==> src/rtl/hazard_ctrl.sv <==
// hazard_ctrl: pipeline control for the five-stage IF/ID/EX/MEM/WB pipeline.
// It detects load-use hazards, stalls ID behind the shared multi-cycle
// mul/div unit, redirects the PC on taken branches and jumps, and registers
// the EX operand forwarding selects so they line up with the instruction
// entering EX.
module hazard_ctrl #(
  parameter int MUL_CYCLES = 4,
  parameter int DIV_CYCLES = 32,
  parameter int CNT_W      = 6
) (
  input  logic       clk,
  input  logic       rst_n,
  input  logic [4:0] id_rs,
  input  logic [4:0] id_rt,
  input  logic       id_uses_rs,
  input  logic       id_uses_rt,
  input  logic       id_is_muldiv,
  input  logic       id_is_div,
  input  logic [4:0] ex_rw,
  input  logic       ex_regwr,
  input  logic       ex_memtoreg,
  input  logic [4:0] mem_rw,
  input  logic       mem_regwr,
  input  logic       ex_taken,
  output logic       pc_en,
  output logic       pc_redirect,
  output logic       if_id_en,
  output logic       if_id_flush,
  output logic       id_ex_bubble,
  output logic [1:0] fwd_a,
  output logic [1:0] fwd_b,
  output logic       md_start,
  output logic       md_busy,
  output logic       md_done
);

  // Counter preload values: the counter counts down to zero, so a unit that
  // is busy for N cycles is loaded with N-1.
  localparam logic [CNT_W-1:0] MUL_LOAD = CNT_W'(MUL_CYCLES - 1);
  localparam logic [CNT_W-1:0] DIV_LOAD = CNT_W'(DIV_CYCLES - 1);

  typedef enum logic [1:0] {
    IDLE = 2'd0,
    BUSY = 2'd1,
    DONE = 2'd2
  } state_t;

  state_t           state_q, state_d;
  logic [CNT_W-1:0] cnt_q, cnt_d;
  logic [1:0]       fwd_a_q, fwd_a_d;
  logic [1:0]       fwd_b_q, fwd_b_d;

  logic lu;
  logic stall;
  logic md_start_raw;
  logic md_busy_raw;
  logic md_done_raw;

  // Operand source for one register read: EX result wins over MEM result,
  // and $0 or an unused operand always reads the register file.
  function automatic logic [1:0] fwd_sel(
    input logic [4:0] src,
    input logic       uses,
    input logic [4:0] e_rw,
    input logic       e_wr,
    input logic [4:0] m_rw,
    input logic       m_wr
  );
    logic [1:0] sel;
    sel = 2'd0;
    if (uses && (src != 5'd0)) begin
      if (e_wr && (e_rw == src)) begin
        sel = 2'd1;
      end else if (m_wr && (m_rw == src)) begin
        sel = 2'd2;
      end
    end
    return sel;
  endfunction

  // Load-use detection: a load in EX whose destination is read by ID cannot
  // be forwarded in time, so ID must wait one cycle.
  always_comb begin
    lu = 1'b0;
    if (ex_memtoreg && ex_regwr && (ex_rw != 5'd0)) begin
      if ((id_uses_rs && (ex_rw == id_rs)) || (id_uses_rt && (ex_rw == id_rt))) begin
        lu = 1'b1;
      end
    end
  end

  // Mul/div sequencer next state: start when ID holds a mul/div that is not
  // itself waiting on a load, count down while busy, then one DONE cycle in
  // which the ID instruction is released.
  always_comb begin
    state_d      = state_q;
    cnt_d        = cnt_q;
    md_start_raw = 1'b0;
    md_busy_raw  = 1'b0;
    md_done_raw  = 1'b0;
    case (state_q)
      IDLE: begin
        if (id_is_muldiv && !lu) begin
          md_start_raw = 1'b1;
          cnt_d        = id_is_div ? DIV_LOAD : MUL_LOAD;
          state_d      = BUSY;
        end
      end
      BUSY: begin
        md_busy_raw = 1'b1;
        if (cnt_q == '0) begin
          state_d = DONE;
        end else begin
          cnt_d = cnt_q - 1'b1;
        end
      end
      DONE: begin
        md_busy_raw = 1'b1;
        md_done_raw = 1'b1;
        state_d     = IDLE;
      end
      default: begin
        state_d = IDLE;
      end
    endcase
  end

  // Sequencer state and counter registers.
  always_ff @(posedge clk or negedge rst_n) begin
    if (!rst_n) begin
      state_q <= IDLE;
      cnt_q   <= '0;
    end else begin
      state_q <= state_d;
      cnt_q   <= cnt_d;
    end
  end

  // Stall and redirect controls; while reset is held the front end is frozen
  // and IF/ID and ID/EX are forced to NOPs.
  always_comb begin
    stall        = lu || (id_is_muldiv && (state_q != DONE));
    pc_en        = 1'b0;
    pc_redirect  = 1'b0;
    if_id_en     = 1'b0;
    if_id_flush  = 1'b1;
    id_ex_bubble = 1'b1;
    md_start     = 1'b0;
    if (rst_n) begin
      pc_en        = !stall || ex_taken;
      pc_redirect  = ex_taken;
      if_id_en     = !stall;
      if_id_flush  = ex_taken && !stall;
      id_ex_bubble = stall;
      md_start     = md_start_raw;
    end
  end

  assign md_busy = md_busy_raw;
  assign md_done = md_done_raw;

  // Forwarding selects for the instruction about to enter EX; a bubble
  // carries no operands, so it gets register-file selects.
  always_comb begin
    fwd_a_d = 2'd0;
    fwd_b_d = 2'd0;
    if (!id_ex_bubble) begin
      fwd_a_d = fwd_sel(id_rs, id_uses_rs, ex_rw, ex_regwr, mem_rw, mem_regwr);
      fwd_b_d = fwd_sel(id_rt, id_uses_rt, ex_rw, ex_regwr, mem_rw, mem_regwr);
    end
  end

  // Forwarding select registers, aligned with the ID/EX pipeline register.
  always_ff @(posedge clk or negedge rst_n) begin
    if (!rst_n) begin
      fwd_a_q <= 2'd0;
      fwd_b_q <= 2'd0;
    end else begin
      fwd_a_q <= fwd_a_d;
      fwd_b_q <= fwd_b_d;
    end
  end

  assign fwd_a = fwd_a_q;
  assign fwd_b = fwd_b_q;

endmodule

==> config.mk <==
export PLATFORM = sky130hd
export DESIGN_NAME = hazard_ctrl
export DESIGN_NICKNAME = d
export VERILOG_FILES = /design/src/rtl/hazard_ctrl.sv
export SDC_FILE = /design/constraint.sdc
export NUM_CORES = 1
export LEC_CHECK = 0
export ABC_AREA = 1
export BUFFER_PORTS_ARGS = -buffer_cell sky130_fd_sc_hd__buf_2
export CAP_MARGIN = 25
export CORE_MARGIN = 4
export CORE_UTILIZATION = 48
export CTS_CLUSTER_SIZE = 28
export DETAILED_ROUTE_END_ITERATION = 6
export HOLD_SLACK_MARGIN = 0.05
export PLACE_DENSITY_LB_ADDON = 0.1
export SETUP_SLACK_MARGIN = 0.3
export SYNTH_ARGS = -nofsm -noshare
export SYNTH_HDL_FRONTEND = slang
export SYNTH_SLANG_ARGS = --single-unit
==> constraint.sdc <==
create_clock -name clk -period 1.8 [get_ports clk]
set_input_delay 0.09 -clock clk [delete_from_list [all_inputs] [get_ports clk]]
set_output_delay 0.09 -clock clk [all_outputs]
set_load 0.1 [all_outputs]
==> qor.txt, run 1 <==
Largest net degree at the start of global routing: 11
Slowest stage delay, CP: 0.40 ns
Pwr/cell area: 1380 nW/um^2
Initial antenna violation count: 0
DR vias/cell: 5.35
CP top delay family: buffers and inverters
Post-synthesis compound-gate area fraction: 9.07%
Comb power frac: 70.3%
Post-Synth Simple-Gate Area: 39.7%
Slowest CP cell: dfrtp_1
First-pass GRT wire length: 5680 microns
Syn Area/Cell: 6.37 sq um
Levels on crit path: 6
Port-buffer cells: 41
Ys flop type: dfrtp_1
CTS H-tree depth: 1
Area of placed instances: 1450 sq um
Worst setup EP type: output port
Register area share after synthesis: 27.6%
Fin Setup TNS: 0 ns
Post-synth ARST share: 100%
Cell Rows: 16
Crit-path max FO: 4
Clock-pin slew of the registers on the worst-case setup and hold paths: 0.09 ns
Routed wire length: 3480 microns
Final net count: 264
First-pass detailed-route iteration total: 4
Top cells by count, synth: nand2_1 (57), inv_1 (30), dfrtp_1 (12)
Mapped Nets: 207
Hold depth: 3
Via count: 1360
Cell taking the most area after synthesis: dfrtp_1
Outcome: finished clean
Post-synthesis mux area share: 0%
Worst-skew pair later-pin latency: 0.27 ns
Switching share of power: 53.6%
Post-DRT Antenna Nets: 0
Fin crit period: 1.60 ns
Drt first-iter violations: 97
Int Pwr: 1.03 mW
Critical path type: reg2out
VDD IR max: 1.57 mV
Final setup vio count: 0
Slew Limit Fails: 0
Clock sinks: 12
Design Area, Final: 1610 sq um
Xor and xnor area share after synthesis: 6.43%
GRT Residual Overflow: 0
RSZ-0062 raised after global routing: yes
Worst Hold Class: in2reg
# DRC: 0
WP buf/inv: 4
Routability cong.: 0.958
Post-Synth Adder-Cell Area: 6.89%
Slew HR: 67.5%
Cell variety after synth: 19
Chip Height: 55.7 microns
WL/cell: 13.7 microns
Ranking of synthesized cells by area: dfrtp_1 (28%), nand2_1 (20%), inv_1 (10%), ha_1 (6.9%), nand3_1 (5.1%)
Area Growth Syn to Fin: 47.6%
CP Data Required Time: 1.71 ns
Leak: 0.921 nW
Clock Power Share: 9.8%
Post-Synthesis Cells: 171
Number of buffers created by CTS: 3
Worst EP arrival: 1.51 ns
Least-Margin Pin Slew: 0.491 ns
Crit share post-route: 89.0%
Clock Tree Root: clkbuf_4
Clock Skews: 0.00534 ns
CTS tree: done
R2R setup slack: 0.26 ns
Share of layout cells above drive strength 1: 31.3%
Final hold violations: 0
Ports: 42
Starting Density: 52.9%
Core Area: 2060 sq um
Cell-by-cell trace of the critical path: inv_2, ha_4, o211ai_1, buf_4, buf_6, buf_12
Sequential share of power: 19.8%
Max Clk Rate: 625 MHz
EDFF count, synth: 0
Max capacitance violation total: 0
YS warnings: 0
Syn Std Cell Area: 1090 sq um
Largest family of logic cells by synthesized area: simple AND/OR/NAND/NOR gates
Die ar.: 3100 sq um
Psw: 1.19 mW
Max clock buf depth: 2
Pwr Total: 2.22 mW
Die width: 55.7 microns
Vias in the first global route: 1350
Count leader, synth: nand2_1
Register-to-Register Path Depth: 8
Startpoint types: flop
Post-synth top area share: 27.6%
Seq cells post-synth: 12
GRT Total Usage: 22.3%
Diode count: 0
Post-DP HPWL: 2700 microns
[worst reg2reg max path: stages, from the launching register on]
cell,delay [ns]
dfrtp_1,0.45
inv_2,0.10
ha_1,0.27
inv_1,0.15
nand2_1,0.11
nand2_4,0.13
nand2_4,0.09
nand2_1,0.07
nand2_1,0.06
[kinds of logic after synthesis]
kind of cell / Yosys count
simple gates: 98
buf+inv: 30
compound gates: 17
flops: 12
xor+xnor: 8
fa+ha+maj: 6
[final cells by class]
| class | instances | area (sq um) |
|---|---|---|
| Clock buffer | 4 | 36.3 |
| Fill cell | 150 | 453 |
| Inverter | 30 | 113 |
| Tap cell | 27 | 33.8 |
| Timing Repair Buffer | 52 | 382 |
| Sequential cell | 12 | 300 |
| Multi-Input combinational cell | 129 | 744 |
[what timing repair did]
item                                   4_1_cts  5_1_grt
hold buffers                                 1        0
setup endpoints to repair                   12       15
setup buffers                                3        5
pin swaps                                    1        4
resized for setup                            4       12
endpoints found under the hold margin       12        0
[path summary, 6_finish.rpt]
kind,from,end
max,state_q[0],id_ex_bubble
min,ex_regwr,fwd_a[0]
max reg2reg,state_q[1],cnt_q[0]
min reg2reg,cnt_q[1],cnt_q[1]
max in group asynchronous,rst_n,cnt_q[0]
min in group asynchronous,rst_n,fwd_a[0]
[flip-flops by register name, indices dropped and copies added, names as in the netlist]
register  flops
state_q       2
fwd_b         2
fwd_a         2
cnt_q         6
[layer usage]
| layer | vias up | wire length, microns | GRT usage (%) |
|---|---|---|---|
| li1 | 659 | - | - |
| met1 | 625 | 1430 | 26.1 |
| met2 | 66 | 1710 | 39.2 |
| met3 | 10 | 263 | 5.80 |
| met4 | 0 | 78 | 7.64 |
| met5 | - | 0 | 0 |
[through the flow]
stage	util (%)	hold slack (ns)	setup slack, ns	std cells
after floorplan	-	-0.206	-1.87	171
after global placement	70.3	-0.0368	0.294	241
after detailed placement	70.3	-0.0372	0.239	241
after CTS	74.3	0.124	0.154	249
after global routing	78.0	0.102	0.0906	254
final	78.0	0.123	0.199	254
[cells in the final DEF, fill, tap and decap left out]
| cell | instances |
|---|---|
| buf_4 | 10 |
| o211ai_1 | 1 |
| ha_4 | 2 |
| nand2_4 | 3 |
| buf_6 | 1 |
| nor2_2 | 2 |
| xnor2_1 | 3 |
| nand4_1 | 8 |
| clkbuf_8 | 1 |
| a21oi_1 | 4 |
| nand2_1 | 54 |
| inv_2 | 2 |
| nor2_4 | 1 |
| nor2_1 | 10 |
| nand3_1 | 11 |
| buf_12 | 5 |
| dfrtp_1 | 12 |
| o21a_1 | 1 |
| o21ai_0 | 4 |
| inv_1 | 28 |
| o21ai_4 | 2 |
| ha_1 | 4 |
| buf_2 | 34 |
| dlygate4sd3_1 | 1 |
| clkbuf_4 | 3 |
| nand2_2 | 4 |
| buf_8 | 1 |
| o22ai_1 | 4 |
| o2111ai_1 | 1 |
| xor2_1 | 5 |
| nor3_1 | 5 |
[power by group through the flow]
stage	Clock, mW	Sequential, mW	Combinational [mW]
after floorplan	0	0.420	0.989
after global placement	0	0.433	1.23
after detailed placement	0	0.443	1.28
after CTS	0.216	0.438	1.39
after global routing	0.243	0.454	1.67
final	0.219	0.441	1.56
(Power assumes the default switching activity.)
==> inputs of run 2 (changes only) <==
--- a/config.mk
+++ b/config.mk
@@ -13,7 +13,8 @@
 export CTS_CLUSTER_SIZE = 28
 export DETAILED_ROUTE_END_ITERATION = 6
 export HOLD_SLACK_MARGIN = 0.05
-export PLACE_DENSITY_LB_ADDON = 0.1
+export PLACE_DENSITY = 0.79
+export RECOVER_POWER = 50
 export SETUP_SLACK_MARGIN = 0.3
 export SYNTH_ARGS = -nofsm -noshare
 export SYNTH_HDL_FRONTEND = slang
==> run 2 against run 1 <==
Effect of this change: final cell count fell by 2.0%; maximum frequency increased by 0.76%; wire length fell by 9.9%; clock skew grew 0.010 ns; critical path type unchanged.
==> qor.txt, run 2 (same netlist as run 1, synthesis figures left out) <==
Slowest CP cell: dfrtp_1 (unchanged)
Area of placed instances: 1450 sq um (unchanged)
# DRC: 0 (unchanged)
Worst Hold Class: in2reg (unchanged)
VDD IR max: 2.01 mV (was 1.57 mV)
First-pass GRT wire length: 5380 microns (was 5680 microns)
Final hold violations: 0 (unchanged)
Starting Density: 52.9% (unchanged)
Max clock buf depth: 2 (unchanged)
Die width: 55.7 microns (unchanged)
Ports: 42 (unchanged)
Largest net degree at the start of global routing: 11 (unchanged)
GRT Total Usage: 21.3% (was 22.3%)
Post-DRT Antenna Nets: 0 (unchanged)
Drt first-iter violations: 44 (was 97)
Crit-path max FO: 3 (was 4)
Number of buffers created by CTS: 3 (unchanged)
Final net count: 259 (was 264)
Max FFs per register: 6 (unchanged)
Comb power frac: 68.2% (was 70.3%)
Worst setup EP type: output port (unchanged)
First-pass detailed-route iteration total: 4 (unchanged)
Pwr/cell area: 1330 nW/um^2 (was 1380 nW/um^2)
Commonest non-fill, non-tap cells in the layout: nand2_1 (55), inv_1 (29), buf_2 (29) (was nand2_1 (54), buf_2 (34), inv_1 (28))
Setup WS pre-CTS: 0.276 ns (was 0.239 ns)
CTS H-tree depth: 1 (unchanged)
Int Pwr: 0.941 mW (was 1.03 mW)
Max capacitance violation total: 0 (unchanged)
Critical path type: reg2out (unchanged)
Fin crit period: 1.59 ns (was 1.60 ns)
Clock Power Share: 10.8% (was 9.8%)
Startpoint types: flop (unchanged)
Core Area: 2060 sq um (unchanged)
Vias in the first global route: 1258 (was 1350)
DR vias/cell: 5.27 (was 5.35)
Reg with most FFs: cnt_q (unchanged)
Port-buffer cells: 41 (unchanged)
Hold slack: 0.126 ns (was 0.123 ns)
Slowest stage delay, CP: 0.37 ns (was 0.40 ns)
Clock-pin slew of the registers on the worst-case setup and hold paths: 0.09 ns (about the same)
Fin Setup TNS: 0 ns (unchanged)
Via count: 1313 (was 1360)
Worst EP arrival: 1.50 ns (was 1.51 ns)
GRT Residual Overflow: 0 (unchanged)
Final setup vio count: 0 (unchanged)
Chip Height: 55.7 microns (unchanged)
Cell Rows: 16 (unchanged)
Max Clk Rate: 629 MHz (was 625 MHz)
CTS tree: done (unchanged)
Crit share post-route: 88.3% (was 89.0%)
CP Data Required Time: 1.71 ns (about the same)
Slew HR: 22.3% (was 67.5%)
Clock Skews: 0.0153 ns (was 0.00534 ns)
Share of layout cells above drive strength 1: 26.1% (was 31.3%)
RSZ-0062 raised after global routing: yes (unchanged)
Leak: 0.869 nW (was 0.921 nW)
Design Area, Final: 1540 sq um (was 1610 sq um)
WL/cell: 12.6 microns (was 13.7 microns)
Outcome: finished clean (unchanged)
Switching share of power: 54.1% (was 53.6%)
Die ar.: 3100 sq um (unchanged)
Psw: 1.11 mW (was 1.19 mW)
Post-DP HPWL: 2580 microns (was 2700 microns)
Worst-skew pair later-pin latency: 0.28 ns (was 0.27 ns)
Area Growth Syn to Fin: 41.1% (was 47.6%)
Cell-by-cell trace of the critical path: inv_2, ha_4, o21ai_0, o21ai_4, buf_12 (was inv_2, ha_4, o211ai_1, buf_4, buf_6, buf_12)
Clock Tree Root: clkbuf_4 (unchanged)
Clock sinks: 12 (unchanged)
Initial antenna violation count: 0 (unchanged)
Slew Limit Fails: 0 (unchanged)
Worst setup margin: 0.211 ns (was 0.199 ns)
Fillers: 174 (was 150)
Routed wire length: 3130 microns (was 3480 microns)
Sequential share of power: 21.0% (was 19.8%)
Diode count: 0 (unchanged)
Least-Margin Pin Slew: 1.17 ns (was 0.491 ns)
Routability cong.: 0.983 (was 0.958)
Most common cell after layout, fill and taps aside: nand2_1 (unchanged)
==> run 2: final cells by class <==
cell class / count / area (sq um) / area share [%]
inverters: 30 / 113 / 7.32
well taps: 27 / 33.8 / 2.20
clock buffers: 4 / 36.3 / 2.36
repair buffers: 47 / 329 / 21.4
multi-input cells: 129 / 726 / 47.2
flip-flops and latches: 12 / 300 / 19.5
==> run 2: what timing repair did <==
| action | 4_1_cts | 5_1_grt |
|---|---|---|
| pin swaps | 2 | 0 |
| setup endpoints to repair | 12 | 13 |
| cloned | 0 | 0 |
| hold buffers | 1 | 0 |
| gates resized for setup | 6 | 2 |
| hold endpoints to repair | 12 | 0 |
| setup buffers | 3 | 0 |
==> run 2: power groups by stage <==
stage	sequential (mW)	combinational [mW]	clock, mW
final	0.430	1.40	0.222
after CTS	0.428	1.37	0.219
after global routing	0.438	1.52	0.233
after global placement	0.435	1.23	0
after floorplan	0.420	0.989	0
after detailed placement	0.439	1.26	0
==> run 2: worst paths after layout <==
path,slack (ns),endpoint,start,depth (start not counted)
min in group asynchronous,0.41,state_q[1],rst_n,2
hold / removal,0.13,fwd_b[0],id_uses_rt,3
setup reg to reg,0.22,cnt_q[4],state_q[1],8
hold reg to reg,0.50,cnt_q[5],cnt_q[5],2
setup / recovery,0.21,if_id_flush,state_q[0],5
max in group asynchronous,0.70,cnt_q[4],rst_n,3
==> run 2: critical path: cells and delay by family (launching register included) <==
kind                       cells  cell delay [ns]
AOI/OAI and AO/OA              2             0.42
DFF                            1             0.37
buffers and inverters          2             0.26
adders and majority gates      1             0.17
==> run 2: through the flow <==
step,std cells,total power [mW],utilization (%)
finish,249,2.05,74.6
global route,249,2.19,74.6
CTS,249,2.01,74.8
detailed placement,241,1.70,70.3
global placement,241,1.66,70.3
floorplan,171,1.41,-
==> run 2: metal layers <==
layer | up-vias | track usage [%] | wire length [microns]
met5 | - | 0 | 0
met4 | 0 | 6.25 | 49
met3 | 6 | 4.64 | 258
met2 | 64 | 37.2 | 1490
met1 | 594 | 25.9 | 1340
li1 | 649 | - | -
==> inputs of run 3 (changes only) <==
--- a/config.mk
+++ b/config.mk
@@ -12,8 +12,9 @@
 export CORE_UTILIZATION = 48
 export CTS_CLUSTER_SIZE = 28
 export DETAILED_ROUTE_END_ITERATION = 6
+export GPL_ROUTABILITY_DRIVEN = 0
 export HOLD_SLACK_MARGIN = 0.05
-export PLACE_DENSITY = 0.79
+export PLACE_DENSITY = 0.91
 export RECOVER_POWER = 50
 export SETUP_SLACK_MARGIN = 0.3
 export SYNTH_ARGS = -nofsm -noshare
==> run 3 against run 2 <==
Effect of this change: hold slack worse by 0.013 ns; final cell count grew 0.80%; die area unchanged; clock skew fell by 0.0041 ns; worst setup slack got worse by 0.049 ns; global-route usage decreased by 0.36 points; highest routed layer unchanged; clock power up 2%; sequential share of layout area is 0.28 points lower; clock-buffer cell count did not move; maximum frequency is 3.0% lower; non-clock buffer count rose by 2; critical endpoint is now md_start.
==> qor.txt, run 3 (same netlist as run 1, synthesis figures left out) <==
Worst-skew pair later-pin latency: 0.29 ns (was 0.28 ns)
Commonest non-fill, non-tap cells in the layout: nand2_1 (56), inv_1 (28), buf_2 (28) (was nand2_1 (55), inv_1 (29), buf_2 (29))
# DRC: 0 (unchanged)
DR vias/cell: 5.17 (was 5.27)
Crit share post-route: 91.0% (was 88.3%)
Leak: 0.890 nW (was 0.869 nW)
Chip Height: 55.7 microns (unchanged)
Number of buffers created by CTS: 3 (unchanged)
Drt first-iter violations: 29 (was 44)
Max clock buf depth: 2 (unchanged)
Clock Tree Root: clkbuf_4 (unchanged)
Design Area, Final: 1560 sq um (was 1540 sq um)
Register-to-Register Path Depth: 7 (was 8)
Max capacitance violation total: 0 (unchanged)
First-pass GRT wire length: 5220 microns (was 5380 microns)
Slew Limit Fails: 0 (unchanged)
Clock-pin slew of the registers on the worst-case setup and hold paths: 0.09 ns (about the same)
Outcome: finished clean (unchanged)
Routed wire length: 3020 microns (was 3130 microns)
Final net count: 261 (was 259)
Hold depth: 3 (unchanged)
Pwr Total: 2.13 mW (was 2.05 mW)
Max FFs per register: 6 (unchanged)
Die width: 55.7 microns (unchanged)
GR Util met3: 2.78% (was 4.64%)
Area Growth Syn to Fin: 43.2% (was 41.1%)
Worst setup EP type: output port (unchanged)
Reg2reg start: state_q[1] (unchanged)
Via count: 1298 (was 1313)
Critical path type: reg2out (unchanged)
Met2 usage: 38.5% (was 37.2%)
Global routing usage on met1: 23.2% (was 25.9%)
Post-DRT Antenna Nets: 0 (unchanged)
Clock sinks: 12 (unchanged)
Max Clk Rate: 611 MHz (was 629 MHz)
Port-buffer cells: 41 (unchanged)
GRT Residual Overflow: 0 (unchanged)
Share of layout cells above drive strength 1: 28.6% (was 26.1%)
Hold Path End: fwd_a[0] (was fwd_b[0])
Area of placed instances: 1450 sq um (unchanged)
Worst Hold Class: in2reg (unchanged)
Least-Margin Pin Slew: 0.568 ns (was 1.17 ns)
Crit-path max FO: 3 (unchanged)
CTS H-tree depth: 1 (unchanged)
Initial antenna violation count: 0 (unchanged)
Core Area: 2060 sq um (unchanged)
WL/cell: 12.0 microns (was 12.6 microns)
Util after Layout: 75.7% (was 74.6%)
Post-DP HPWL: 2400 microns (was 2580 microns)
Worst EP arrival: 1.55 ns (was 1.50 ns)
CP Data Required Time: 1.71 ns (about the same)
Startpoint types: flop (unchanged)
Cell Rows: 16 (unchanged)
Die ar.: 3100 sq um (unchanged)
Final hold violations: 0 (unchanged)
RSZ-0062 raised after global routing: yes (unchanged)
Final setup vio count: 0 (unchanged)
Pwr/cell area: 1370 nW/um^2 (was 1330 nW/um^2)
Worst flop-to-flop path endpoint: cnt_q[1] (was cnt_q[4])
Reg with most FFs: cnt_q (unchanged)
Vias in the first global route: 1263 (was 1258)
GRT Total Usage: 20.9% (was 21.3%)
Ports: 42 (unchanged)
Diode count: 0 (unchanged)
Fin Setup TNS: 0 ns (unchanged)
Busiest grt layer: met2 (unchanged)
Clock Skews: 0.0112 ns (was 0.0153 ns)
Largest net degree at the start of global routing: 12 (was 11)
Hold path startpoint: id_uses_rs (was id_uses_rt)
First-pass detailed-route iteration total: 4 (unchanged)
Most common cell after layout, fill and taps aside: nand2_1 (unchanged)
Starting Density: 52.9% (unchanged)
Fin crit period: 1.64 ns (was 1.59 ns)
VDD IR max: 1.95 mV (was 2.01 mV)
R2R setup slack: 0.34 ns (was 0.22 ns)
Slew HR: 62.1% (was 22.3%)
Fillers: 167 (was 174)
CTS tree: done (unchanged)
-- run 3: cell count changes in the layout (fill, tap and decap cells not counted), moves of 2 or more --
cell,change
clkbuf_2,+2
buf_4,+3
ha_2,+2
clkbuf_1,-3
-- run 3: final cells by class --
cell class              count  area (sq um)  share of cell area (%)
multi-input cells         129           716                    45.9
flip-flops and latches     12           300                    19.2
well taps                  27          33.8                    2.17
inverters                  30           113                    7.22
repair buffers             49           362                    23.2
clock buffers               4          36.3                    2.33
-- run 3: report_power, final --
| group | leakage, nW | internal, mW | switching, mW |
|---|---|---|---|
| logic | 0.714 | 0.524 | 0.954 |
| registers | 0.155 | 0.358 | 0.0708 |
| clock network | 0.0210 | 0.123 | 0.103 |
-- run 3: per-stage QoR --
stage | instances | setup slack (ns) | hold WS, ns
after floorplan | 171 | -1.87 | -0.206
after global placement | 241 | 0.361 | -0.0763
after detailed placement | 241 | 0.288 | -0.0754
after CTS | 250 | 0.183 | 0.110
after global routing | 251 | 0.0623 | 0.117
final | 251 | 0.162 | 0.113
-- run 3: timing repair --
action	in CTS	in global routing
endpoints found under the hold margin	12	0
gates resized for setup	3	9
endpoints found under the setup margin	12	14
setup buffers	4	1
hold buffers	1	0
cloned	0	0
pin swaps	3	1
-- run 3: how the worst max path moves through the flow --
stage / from / to / slack [ns] / cells after the start
finish: state_q[1] / md_start / 0.16 / 5
global route: state_q[0] / id_ex_bubble / 0.06 / 5
CTS: state_q[0] / id_ex_bubble / 0.18 / 5
detailed placement: state_q[1] / cnt_q[1] / 0.29 / 8
global placement: state_q[1] / cnt_q[3] / 0.36 / 8
floorplan: state_q[0] / pc_en / -1.87 / 4
-- run 3: per-layer routing --
metal	share of wire [%]	vias up	wire length, microns
li1	-	652	-
met1	41	587	1220
met2	50	50	1510
met3	6.8	9	205
met4	2.5	0	76
met5	0	-	0
-- run 3: critical path: stages (launching register included) --
cell and delay, ns:
dfrtp_1 0.43, inv_1 0.12, ha_2 0.24, nand2_1 0.11, nor2_4 0.18, buf_12 0.18
